File: src/rtl/stdout_arbiter.sv
// Round-robin, line-atomic arbiter feeding the single stdout UART TX byte port.
// Grant 1 cycle after request, byte on tx 1 cycle after accept; owner stalls via req_ready while the output byte is held.
module stdout_arbiter #(
  parameter int         N_REQ   = 4,
  parameter logic [7:0] EOL     = 8'h0A,
  parameter int         TIMEOUT = 1024
) (
  input  logic                 clk,
  input  logic                 rst,
  input  logic [8*N_REQ-1:0]   req_data,
  input  logic [N_REQ-1:0]     req_valid,
  output logic [N_REQ-1:0]     req_ready,
  output logic [7:0]           tx_data,
  output logic                 tx_valid,
  input  logic                 tx_ready,
  output logic [N_REQ-1:0]     grant,
  output logic                 busy
);

  localparam int IW = (N_REQ > 1) ? $clog2(N_REQ) : 1;
  localparam int CW = $clog2(TIMEOUT + 1);

  typedef enum logic {IDLE, LOCKED} state_t;

  state_t             state_q;
  logic [IW-1:0]      ptr_q;
  logic [N_REQ-1:0]   grant_q;
  logic [CW-1:0]      cnt_q;
  logic [7:0]         tx_data_q;
  logic               tx_valid_q;

  logic               slot_free;
  logic               own_valid;
  logic [7:0]         own_data;
  logic               accept;
  logic               pick_vld_d;
  logic [IW-1:0]      pick_idx_d;

  // While locked, ptr_q is the owner index and grant_q its one-hot form.
  assign slot_free = !tx_valid_q || tx_ready;
  assign own_valid = req_valid[ptr_q];
  assign own_data  = req_data[{ptr_q, 3'b000} +: 8];
  assign accept    = (state_q == LOCKED) && own_valid && slot_free;

  assign req_ready = ((state_q == LOCKED) && slot_free) ? grant_q : '0;
  assign tx_data   = tx_data_q;
  assign tx_valid  = tx_valid_q;
  assign grant     = grant_q;
  assign busy      = (|grant_q) || tx_valid_q;

  // Scan downward so the candidate nearest to ptr+1 is written last and wins.
  always_comb begin
    int idx;
    idx        = 0;
    pick_vld_d = 1'b0;
    pick_idx_d = ptr_q;
    for (int k = N_REQ; k >= 1; k--) begin
      idx = (int'(ptr_q) + k) % N_REQ;
      if (req_valid[IW'(idx)]) begin
        pick_vld_d = 1'b1;
        pick_idx_d = IW'(idx);
      end
    end
  end

  always_ff @(posedge clk or posedge rst) begin
    if (rst) begin
      state_q    <= IDLE;
      ptr_q      <= IW'(N_REQ - 1);
      grant_q    <= '0;
      cnt_q      <= '0;
      tx_data_q  <= 8'h00;
      tx_valid_q <= 1'b0;
    end else begin
      if (accept) begin
        tx_data_q  <= own_data;
        tx_valid_q <= 1'b1;
      end else if (tx_ready) begin
        tx_valid_q <= 1'b0;
      end

      case (state_q)
        IDLE: begin
          if (pick_vld_d) begin
            state_q <= LOCKED;
            ptr_q   <= pick_idx_d;
            grant_q <= N_REQ'(1) << pick_idx_d;
            cnt_q   <= '0;
          end
        end
        LOCKED: begin
          // A stalled-but-valid owner holds the counter: back-pressure never times out.
          if (accept) begin
            cnt_q <= '0;
            if (own_data == EOL) begin
              state_q <= IDLE;
              grant_q <= '0;
            end
          end else if (!own_valid) begin
            if (cnt_q >= CW'(TIMEOUT - 1)) begin
              state_q <= IDLE;
              grant_q <= '0;
              cnt_q   <= '0;
            end else begin
              cnt_q <= cnt_q + 1'b1;
            end
          end
        end
        default: begin
          state_q <= IDLE;
          grant_q <= '0;
        end
      endcase
    end
  end

endmodule

File: config.mk
export PLATFORM = sky130hd
export DESIGN_NAME = stdout_arbiter
export DESIGN_NICKNAME = d
export VERILOG_FILES = /design/src/rtl/stdout_arbiter.sv
export SDC_FILE = /design/constraint.sdc
export NUM_CORES = 1
export LEC_CHECK = 0
export BUFFER_PORTS_ARGS = -buffer_cell sky130_fd_sc_hd__buf_2
export CAP_MARGIN = 10
export CORE_ASPECT_RATIO = 0.7
export CORE_MARGIN = 2
export CORE_UTILIZATION = 49
export DETAILED_ROUTE_END_ITERATION = 10
export GPL_TIMING_DRIVEN = 0
export HOLD_SLACK_MARGIN = 0.12
export PLACE_DENSITY_LB_ADDON = 0.05
export SYNTH_ARGS = -nofsm -noshare
export SYNTH_HDL_FRONTEND = slang
export SYNTH_SLANG_ARGS = --single-unit
File: constraint.sdc
create_clock -name clk -period 2.7 [get_ports clk]
set_input_delay 0.405 -clock clk [delete_from_list [all_inputs] [get_ports clk]]
set_output_delay 0.405 -clock clk [all_outputs]
set_load 0.02 [all_outputs]
==> reports/metrics.cfg <==
[pwr]
p_leak_nw=0.968
ir_worst_vdd_mv=0.701
p_per_area_mw_per_mm2=1010
total_power_mw=2.00

[clock_network]
root_buffer=clkbuf_8
cts_setup_buffers=0
hold_buffers=0
cts_sinks=27
cts_buffers=3
cts_tree=yes
clockBufferDepth=2
clk_pin_slew_ns=0.09
h-tree-depth=1
clk_latency_ns=0.27
ctsResizeCount=0

[flow_run]
maxCapViolations=0

[routing]
firstDrtPassIters=4
avgRoutedWirePerCell_um=15.1
drc_errors=0
ant_nets=0
dr_wl_met3_um=215
drt-met1-wl_um=1710
top_layer_used=met4
wl_um=3690
viasPerCell=5.76
vias=1411
wl_met2_um=1760
drt_iter0_drc=79

[setup_path]
critPathSlowestCell=dfstp_2
cp_num_buf_inv=0
crit_path_max_incr_delay_ns=0.59
worstPathCellList=mux4_2 -> a22o_1 -> a21oi_1 -> o21a_2 -> mux2_2
cp-start-kind=flip-flop
cp_top_family=compound AO/OA/AOI/OAI gates
endpoint_kind=flip-flop
ff2ff_path_depth=5
cp.required_ns=2.86
arrival_ns=2.68
crit_type=reg -> reg
path_max_fanout=6
worst-path-stages=5

[logic_synthesis]
synth_async_sr_flop_share_pct=100
yosysUniqueCellTypes=39
synth-main-ff-cell=dfrtp_1
synth.largest_area_cell=dfrtp_1
yosysWarnings=0
synth_area_leaders=dfrtp_1, mux4_1, mux2_2
mappedNetlistNets=187
synth_top_area_share_pct=38.9
ys_ff_latch=27
synth-edff-count=0
netlist_area_mm2=0.00161
seq_area_frac_synth_pct=42.2
synthCells=147
syn_avg_cell_area_um2=10.9

[floorplan]
core_mm2=0.00315
io_pins=57
start_util_pct=51.0
die-area_mm2=0.00376
die_w_um=72.4
row_count=17
die_h_um=51.9

[layout]
drive_above_1_share_pct=38.6
num-nets-final=248
fill_cells=270
diodes=0
syn_to_final_growth_pct=23.3
multi_input_area_um2=871
ff_latch_area_um2=678

[placement]
dp_hpwl_um=2920
place_congestion=0.799
port_buffers=56

[global_route]
grtUsageTotal_pct=22.2
grt_overflow_total=0
antenna_found_initial=0
grt_pass1_vias=1398
grt_pass1_wl_um=6390
grt_max_degree=28

[sta]
rsz0062_at_grt=no
hold_violations=0
skew_ns=0.00197
worst_pin_slew_ns=0.995
setup_viol=0
fin_tns_setup_ns=0
finalCritPeriodShare_pct=93.1
period_needed_ns=2.51
relSlewSlack_pct=33.6
whs_ns=0.355
slew_viol_final=0
fmax_mhz=398

[run_status]
status=finished, final reports clean

[worst_hold_path]
worst_hold_path_type=in -> async

[Yosys cell counts, types with 2 or more instances]
master     n
a21oi_1    6
inv_1      8
nor3_1     5
a21o_1     2
xnor2_1    2
or4_1      2
nor4_1     2
nand2_1   10
o21ai_0    9
mux2_2    11
nand4_1    2
nand3_1    4
mux4_2     3
and3_1     6
and2_1     2
nor2_1    11
nand2b_1   7
dfrtp_1   25
clkbuf_1   3
nand4b_1   2
dfstp_2    2
mux4_1     6
[final timing paths]
check | startpoint | slack (ns) | end
hold reg to reg | cnt_q[10] | 0.51 | cnt_q[10]
setup / recovery | ptr_q[0] | 0.19 | grant[3]
max in group asynchronous | rst | 1.74 | cnt_q[8]
min in group clk | cnt_q[10] | 0.51 | cnt_q[10]
setup reg to reg | ptr_q[0] | 0.19 | grant[3]
hold / removal | rst | 0.36 | tx_data[2]
[power breakdown]
group	leakage [nW]	internal (mW)	total (mW)	switching, mW
clock network	0.0228	0.106	0.226	0.120
logic	0.603	0.506	1.10	0.594
registers	0.342	0.555	0.675	0.120
[layout by cell type (no fill, tap or decap), types with 3 or more instances in the layout]
cell type and n:
o21ai_0 9, nor3_1 5, nand2b_1 7, clkbuf_8 3
inv_1 8, mux2_2 11, nand2_1 10, a21oi_1 6
nor2_1 11, dfrtp_1 25, clkbuf_1 3, and3_1 6
mux4_1 6, buf_2 57, mux4_2 3, nand3_1 4
[area by class of cell]
class | instances | share of cell area, %
timing repair buffer | 56 | 14.2
buffer | 5 | 1.45
tap | 38 | 2.40
multi-input combinational | 107 | 44.0
inverter | 8 | 1.52
sequential | 27 | 34.2
clock buffer | 4 | 2.27
[stage by stage]
| step | std cells | util [%] | worst slack (ns) | instance area [um^2] |
|---|---|---|---|---|
| 6_report | 245 | 62.9 | 0.187 | 1980 |
| 5_1_grt | 245 | 62.9 | 0.0691 | 1980 |
| 4_1_cts | 245 | 62.9 | 0.136 | 1980 |
| 3_5_place_dp | 241 | 61.4 | 0.162 | 1930 |
| 3_3_place_gp | 241 | 61.4 | 0.194 | 1930 |
| 2_1_floorplan | 147 | - | 0.428 | 1610 |
[cell families after synthesis]
family / Yosys count / share of synthesized area [%]
buffers and inverters: 13 / 3.58
and+or+nand+nor: 57 / 19.7
DFF: 27 / 42.2
muxes: 21 / 22.4
AOI/OAI and AO/OA: 26 / 10.2
adders and majority gates: 1 / 0.779
xor gates and xnor gates: 2 / 1.09
[metal layers]
layer  track usage [%]  vias to the layer above
met1              30.2                      687
met3              4.46                        2
met5                 0                        -
met2              37.2                       48
li1                  -                      674
met4              4.94                        0
[flip-flops by register name, summed over array words and instances (netlist names)]
name,flops
cnt_q,11
grant,4
ptr_q,2
state_q,1
tx_data,8
tx_valid,1
Note: power is estimated with default switching activity, not from simulation.
